[config.mk]
export PLATFORM = sky130hd
export DESIGN_NAME = forwarding_unit
export DESIGN_NICKNAME = d
export VERILOG_FILES = /design/src/rtl/forwarding_unit.sv
export SDC_FILE = /design/constraint.sdc
export NUM_CORES = 1
export LEC_CHECK = 0
export CORE_AREA = 2 2 52 54
export CTS_CLUSTER_SIZE = 40
export DETAILED_ROUTE_END_ITERATION = 8
export DIE_AREA = 0 0 54 56
export PLACE_DENSITY_LB_ADDON = 0.1
export SLEW_MARGIN = 15
export SYNTH_ARGS = -nofsm -noshare
export SYNTH_HDL_FRONTEND = slang
export SYNTH_SLANG_ARGS = --single-unit
[constraint.sdc]
create_clock -name clk -period 2.45 [get_ports clk]
set_input_delay 0.49 -clock clk [delete_from_list [all_inputs] [get_ports clk]]
set_output_delay 0.49 -clock clk [all_outputs]
set_load 0.05 [all_outputs]
[src/rtl/forwarding_unit.sv]
// Operand forwarding for the execute stage: tracks EX/MEM/WB producers and
// issues registered ALU-input selects plus a combinational load-use stall.
module forwarding_unit #(
  parameter int REG_BITS  = 3,
  parameter bit WB_BYPASS = 1'b1
) (
  input  logic                clk,
  input  logic                reset,
  input  logic                idValid,
  input  logic [REG_BITS-1:0] idSrc1,
  input  logic [REG_BITS-1:0] idSrc2,
  input  logic                idUse1,
  input  logic                idUse2,
  input  logic [REG_BITS-1:0] idDest,
  input  logic                idWrite,
  input  logic [1:0]          idType,
  input  logic                flush,
  input  logic                hold,
  output logic [2:0]          ExMux3Select,
  output logic [2:0]          ExMux4Select,
  output logic                stall
);

  localparam logic [1:0] TYPE_LOAD = 2'b01;
  localparam logic [1:0] TYPE_LINK = 2'b10;

  typedef struct packed {
    logic                valid;
    logic [REG_BITS-1:0] dest;
    logic                write;
    logic [1:0]          kind;
  } entry_t;

  entry_t     ex_r;
  entry_t     mem_r;
  entry_t     wb_r;
  logic [2:0] sel1_s;
  logic [2:0] sel2_s;
  logic       load_hit_s;
  logic       stall_s;
  logic       accept_s;

  // Youngest matching producer wins; a load still in EX never forwards (it stalls).
  function automatic logic [2:0] fwd_select(
    input logic                use_src,
    input logic [REG_BITS-1:0] src,
    input entry_t              ex,
    input entry_t              mem,
    input entry_t              wb
  );
    logic [2:0] sel;
    sel = 3'd0;
    if (!use_src) begin
      sel = 3'd0;
    end else if (ex.valid && ex.write && (ex.dest == src)) begin
      case (ex.kind)
        TYPE_LINK: sel = 3'd5;
        TYPE_LOAD: sel = 3'd0;
        default:   sel = 3'd1;
      endcase
    end else if (mem.valid && mem.write && (mem.dest == src)) begin
      case (mem.kind)
        TYPE_LINK: sel = 3'd6;
        TYPE_LOAD: sel = 3'd3;
        default:   sel = 3'd2;
      endcase
    end else if (wb.valid && wb.write && (wb.dest == src)) begin
      sel = WB_BYPASS ? 3'd4 : 3'd0;
    end else begin
      sel = 3'd0;
    end
    return sel;
  endfunction

  // Hazard detection and select computation for the instruction leaving decode.
  always_comb begin
    sel1_s     = fwd_select(idUse1, idSrc1, ex_r, mem_r, wb_r);
    sel2_s     = fwd_select(idUse2, idSrc2, ex_r, mem_r, wb_r);
    load_hit_s = (idUse1 && (idSrc1 == ex_r.dest)) || (idUse2 && (idSrc2 == ex_r.dest));
    stall_s    = idValid && ex_r.valid && ex_r.write && (ex_r.kind == TYPE_LOAD) &&
                 load_hit_s && !flush && !hold;
    accept_s   = idValid && !stall_s && !flush;
  end

  assign stall = stall_s;

  // Scoreboard shift and registered selects; hold freezes everything.
  always_ff @(posedge clk or posedge reset) begin
    if (reset) begin
      ex_r         <= '0;
      mem_r        <= '0;
      wb_r         <= '0;
      ExMux3Select <= 3'd0;
      ExMux4Select <= 3'd0;
    end else if (!hold) begin
      wb_r  <= mem_r;
      mem_r <= ex_r;
      if (accept_s) begin
        ex_r.valid   <= 1'b1;
        ex_r.dest    <= idDest;
        ex_r.write   <= idWrite;
        ex_r.kind    <= idType;
        ExMux3Select <= sel1_s;
        ExMux4Select <= sel2_s;
      end else begin
        ex_r         <= '0;
        ExMux3Select <= 3'd0;
        ExMux4Select <= 3'd0;
      end
    end
  end

endmodule

==> out/results.txt, run 1 <==
status: completed
pwr dens: 466 mW/mm^2
Clock transition at path regs: 140 ps
worst slew pin tran: 858 ps
later-pin clock latency in the skew report: 320 ps
most frequent cells in the layout: 25 x dfrtp_1, 23 x clkdlybuf4s50_1, 12 x mux2_2, 12 x xor2_1, 12 x buf_4
Layout Utilization: 0.699
worst clock skew: 10.3 ps
DR WL/cell: 16.3 um
Num CTS Buffers: 3
CTS tree: yes
Arr. time, crit path: 1930 ps
DPL Wire Length: 2000 um
count of final hold-check violations: 0
Gate Count Post-Synth: 104
Ys Warns: 0
TNS Setup: 0 ps
CP max FO: 2
critical path capture point type: primary output
Mapped Avg Cell Area: 12.1 um^2
Leakage: 0.794 nW
fin. max-slew vios: 0
Initial Util: 0.517
Pre-antenna DRT Iters: 4
diode count: 0
DIE AREA: 0.00302 mm^2
register area share after synthesis: 0.498
library cells used by synthesis: 24
WHS: 501 ps
max_cap viols: 0
buffers added on ports: 25
Die Y: 56 um
Hold Crit Class: input pin to asynchronous set/reset pin
R2R setup slack: 420 ps
Clock Sink Count: 25
commonest non-fill, non-tap cell in the layout: dfrtp_1
Ports: 26
DRC: 0
Die Width: 54 um
1st-iter DRT viols: 13
global-route wire length before repair: 4310 um
Worst R2R Path Depth: 6
Max Fclk: 0.414 GHz
Routed WL: 2780 um
core area: 0.00243 mm^2
Root Buffer: clkbuf_4
Rows: 18
nets@finish: 161
routability cong.: 0.855
via count: 951
Clock Path Buffers: 2
largest net degree at the start of global routing: 26
synthesized cell area: 0.00126 mm^2
Net Count, Synth: 123
Max-slew headroom: 0.426
vias in the first global route: 978
Crit Path Class: input pin to primary output
layout cells sized above 1: 0.255
post-route minimum period: 2420 ps
startpoint types: input pin
All-Layer GR Usage: 0.195
Critical Path RT: 1960 ps
Antenna Violating Nets Remaining: 0
initial antenna violation count: 0
CTS Hold Bufs: 0
Vias per Instance: 5.56
period utilisation layout: 0.987
H-Tree Depth: 1
grt ovf: 0
RR Endpoint: ExMux3Select[0]
area grow syn2layout: 35.2%
highest ir drop seen on vdd: 392 uV
Setup violations, final: 0
Yosys reg bits: 25
r2r startpoint: ex_r[3]
[synthesized netlist by cell type]
cell type	count	area, um^2
nor2b_1	2	12.5
and3_1	1	6.26
clkbuf_1	3	11.3
xnor2_1	6	52.6
or4_4	1	11.3
a21o_1	1	7.51
nand4_1	2	12.5
nand2_1	6	22.5
nor2_1	3	11.3
and4b_2	1	11.3
mux2i_1	4	40.0
nor4_1	3	18.8
a211oi_1	1	7.51
o31ai_1	1	7.51
nand4b_1	1	8.76
nand2b_1	4	25.0
a22o_1	7	61.3
buf_2	1	5.00
a32o_1	5	50.1
inv_1	1	3.75
xor2_1	12	105
mux2_2	12	135
dfrtp_1	25	626
o21ai_0	1	5.00
[state kept, by name, summed over array words and instances, names as in the netlist]
signal        flops
ExMux3Select      3
ExMux4Select      3
ex_r              7
mem_r             7
wb_r              5
[report_power, final]
part | switching, W | internal, W
sequential | 0.0000248 | 0.000437
clock | 0.000123 | 0.0000636
combinational | 0.0000608 | 0.0000823
[per-stage QoR]
stage,area (um^2),cells,total power [W],setup slack [ps]
floorplan,1260,104,0.000537,210
global placement,1620,166,0.000599,5.93
detailed placement,1620,166,0.000606,-25.4
CTS,1650,170,0.000784,2.55
global route,1700,171,0.000826,-7.10
finish,1700,171,0.000792,31.8
[how the worst max path moves through the flow]
stage	startpoint	endpoint	slack, ps	depth (start not counted)
final	idSrc1[0]	stall	30	6
after global routing	idSrc1[1]	stall	-7	6
after CTS	idSrc2[2]	stall	3	6
after detailed placement	idSrc2[2]	stall	-30	6
after global placement	idSrc2[1]	stall	6	6
after floorplan	idSrc2[2]	stall	210	4
[timing repair]
| item | CTS | global route |
|---|---|---|
| gates resized for setup | 1 | 7 |
| pin swaps | 0 | 2 |
| setup endpoints to repair | 1 | 1 |
| buffers inserted | 0 | 1 |
[layout make-up]
| class | count | area, um^2 |
|---|---|---|
| flip-flops and latches | 25 | 626 |
| inverters | 1 | 3.75 |
| fillers | 196 | 732 |
| well taps | 30 | 37.5 |
| clock buffers | 4 | 26.3 |
| repair buffers | 37 | 353 |
| multi-input cells | 74 | 654 |
[per-layer routing]
metal  track usage  routed length, um  share of wire
met2         0.326               1410           0.51
met5             0                  0              0
met4        0.0607                 28          0.010
met3        0.0457                127          0.046
met1         0.242               1210           0.44
[cell families after synthesis]
logic type / Yosys count / share of synthesized area
buffers and inverters: 5 / 0.0159
multiplexers: 16 / 0.139
AND/OR/NAND/NOR: 24 / 0.111
XOR/XNOR: 18 / 0.125
AO/OA/AOI/OAI: 16 / 0.110
flip-flops: 25 / 0.498
[worst max-delay path, stage by stage]
cell and delay [ps]:
clkdlybuf4s50_1 540, xnor2_2 140, nand4_1 120, a211oi_2 290
nor2b_4 210, buf_12 140
(Power assumes the default switching activity.)
==> run 2, diff against run 1 <==
--- a/config.mk
+++ b/config.mk
@@ -5,6 +5,7 @@
 export SDC_FILE = /design/constraint.sdc
 export NUM_CORES = 1
 export LEC_CHECK = 0
+export CAP_MARGIN = 30
 export CORE_AREA = 2 2 52 54
 export CTS_CLUSTER_SIZE = 40
 export DETAILED_ROUTE_END_ITERATION = 8
==> results of run 2 <==
Same layout as run 1: the final DEF is identical, and so are final timing and power.
==> run 3, diff against run 2 <==
--- a/config.mk
+++ b/config.mk
@@ -6,10 +6,10 @@
 export NUM_CORES = 1
 export LEC_CHECK = 0
 export CAP_MARGIN = 30
-export CORE_AREA = 2 2 52 54
+export CORE_AREA = 2 2 54 56
 export CTS_CLUSTER_SIZE = 40
 export DETAILED_ROUTE_END_ITERATION = 8
-export DIE_AREA = 0 0 54 56
+export DIE_AREA = 0 0 56 58
 export PLACE_DENSITY_LB_ADDON = 0.1
 export SLEW_MARGIN = 15
 export SYNTH_ARGS = -nofsm -noshare
==> constraint.sdc (replaced) <==
create_clock -name clk -period 2.5 [get_ports clk]
set_input_delay 0.5 -clock clk [delete_from_list [all_inputs] [get_ports clk]]
set_output_delay 0.5 -clock clk [all_outputs]
set_load 0.05 [all_outputs]
==> run 3 against run 2 <==
Register-to-register slack better by 250 ps. Clock skew down 8.5 ps. Sequential power fell by 2%. Combinational power down 6%. Sequential cell count is the same. Power decreased by 1.6%. Core utilization down 7.3 points. Worst setup slack improved by 22 ps. Non-clock buffer count down 2. Hold slack improved by 3.0 ps. Via count shrank 2.2%. Largest power group unchanged.
==> out/results.txt, run 3 (synthesis gave the netlist of run 1 again) <==
status: completed
CP max FO: 2 (unchanged)
critical path's slowest cell: clkdlybuf4s50_1
startpoint types: input pin
most frequent cells in the layout: 25 x dfrtp_1, 24 x clkdlybuf4s50_1, 12 x mux2_2, 12 x xor2_1, 10 x buf_4
dpl cells: 166 (unchanged)
diode count: 0 (unchanged)
critical path capture point type: primary output
post-route minimum period: 2450 ps
Leakage: 0.763 nW (-3.9%)
R2R setup slack: 670 ps (+250 ps)
largest net degree at the start of global routing: 26 (unchanged)
Hold Crit Class: input pin to asynchronous set/reset pin
pwr dens: 467 mW/mm^2 (+0.34%)
vias in the first global route: 904 (-7.6%)
final-layout fill cell count: 237 (+21%)
highest ir drop seen on vdd: 356 uV (-9.1%)
Ports: 26 (unchanged)
count of final hold-check violations: 0 (unchanged)
Die Width: 56 um (+3.7%)
dpl ws: -6.32 ps (+19.1 ps)
1st-iter DRT viols: 15 (+2)
Arr. time, crit path: 1950 ps (+20 ps)
RSZ-0062 raised after global routing: false
worst clock skew: 1.78 ps (-8.55 ps)
later-pin clock latency in the skew report: 320 ps (about the same)
commonest non-fill, non-tap cell in the layout: dfrtp_1
Root Buffer: clkbuf_4
Die Y: 58 um (+3.6%)
period utilisation layout: 0.979
buffers added on ports: 25 (unchanged)
biggest regs: ex_r: 7 flops, mem_r: 7 flops, wb_r: 5 flops
Max Fclk: 0.409 GHz
initial antenna violation count: 0 (unchanged)
Num CTS Buffers: 3 (unchanged)
crit-path cells: clkdlybuf4s50_1 > xnor2_1 > nand4_1 > a211oi_2 > nor2b_2 > buf_12
nets@finish: 159 (-1.2%)
Antenna Violating Nets Remaining: 0 (unchanged)
Clock Path Buffers: 2 (unchanged)
Vias per Instance: 5.47 (-1.6%)
Setup violations, final: 0 (unchanged)
slowest cell delay on critical path: 500 ps (-40 ps)
Clock Sink Count: 25 (unchanged)
max_cap viols: 0 (unchanged)
CTS Hold Bufs: 0 (unchanged)
worst slew pin tran: 819 ps (-39.0 ps)
fin. max-slew vios: 0 (unchanged)
Max-slew headroom: 0.452 (+0.0261)
setup ws final: 53.6 ps (+21.8 ps)
layout cells sized above 1: 0.237 (-0.0179)
routability cong.: 0.768 (-10%)
post-CTS setup repair buffer count: 0 (unchanged)
via count: 930 (-2.2%)
DIE AREA: 0.00325 mm^2 (+7.4%)
DR WL/cell: 15.3 um (-5.7%)
global-route wire length before repair: 4370 um (+1.3%)
Initial Util: 0.472 (-0.0447)
core area: 0.00266 mm^2 (+9.5%)
Pre-antenna DRT Iters: 4 (unchanged)
area grow syn2layout: 32.6%
Crit Path Class: input pin to primary output
DRC: 0 (unchanged)
Rows: 19 (+1)
All-Layer GR Usage: 0.176 (-0.0189)
Clock transition at path regs: 150 ps (about the same)
Routed WL: 2610 um (-6.3%)
grt ovf: 0 (unchanged)
CTS tree: yes
Non-Filler Instances: 170 (-0.58%)
H-Tree Depth: 1 (unchanged)
Critical Path RT: 2000 ps (+40 ps)
## run 3: power by group
part / switching, W / leakage, nW / internal, W / total [W]
Clock: 0.000132 / 0.0139 / 0.0000612 / 0.000193
Sequential: 0.0000231 / 0.339 / 0.000428 / 0.000452
Combinational: 0.0000566 / 0.411 / 0.0000778 / 0.000134
## run 3: per-layer routing
layer  up-vias  track usage  part of all wire
li1        449            -                 -
met2        22        0.279              0.47
met4         0       0.0612             0.012
met3         4       0.0379             0.047
met1       455        0.241              0.47
met5         -            0                 0
## run 3: path summary, 6_finish.rpt
check	from	end	cells past startpoint
setup / recovery	idSrc2[1]	stall	6
hold / removal	reset	ex_r[0]	3
setup reg to reg	ex_r[3]	ExMux3Select[2]	5
hold reg to reg	ExMux4Select[1]	ExMux4Select[1]	1
max in group asynchronous	reset	wb_r[3]	3
min in group clk	ExMux4Select[1]	ExMux4Select[1]	1
## run 3: through the flow
| stage | power (W) | hold WS [ps] | TNS (ps) | util | cell area [um^2] |
|---|---|---|---|---|---|
| floorplan | 0.000526 | 472 | 0 | - | 1260 |
| global placement | 0.000587 | 478 | 0 | 0.607 | 1620 |
| detailed placement | 0.000591 | 479 | -6.32 | 0.607 | 1620 |
| CTS | 0.000784 | 510 | 0 | 0.619 | 1650 |
| global route | 0.000822 | 522 | 0 | 0.626 | 1670 |
| finish | 0.000779 | 504 | 0 | 0.626 | 1670 |
## run 3: area by class of cell
class                   instances  area [um^2]  share of cell area
inverters                       1         3.75             0.00225
repair buffers                 35          335               0.201
clock buffers                   3         22.5              0.0135
multi-input cells              74          634               0.380
clock inverters                 1         7.51             0.00450
well taps                      31         38.8              0.0233
flip-flops and latches         25          626               0.375
## run 3: critical path: cells and delay by family
family / cells / cell delay, ps
AO/OA/AOI/OAI: 1 / 270
XOR/XNOR: 1 / 150
buffers and inverters: 2 / 650
AND/OR/NAND/NOR: 2 / 370
## run 3: timing repair
item                                   in CTS  in global routing
endpoints found under the hold margin       0                  0
pin swaps                                   0                  0
gates cloned                                0                  0
gates resized for setup                     1                  3
setup endpoints to repair                   1                  1
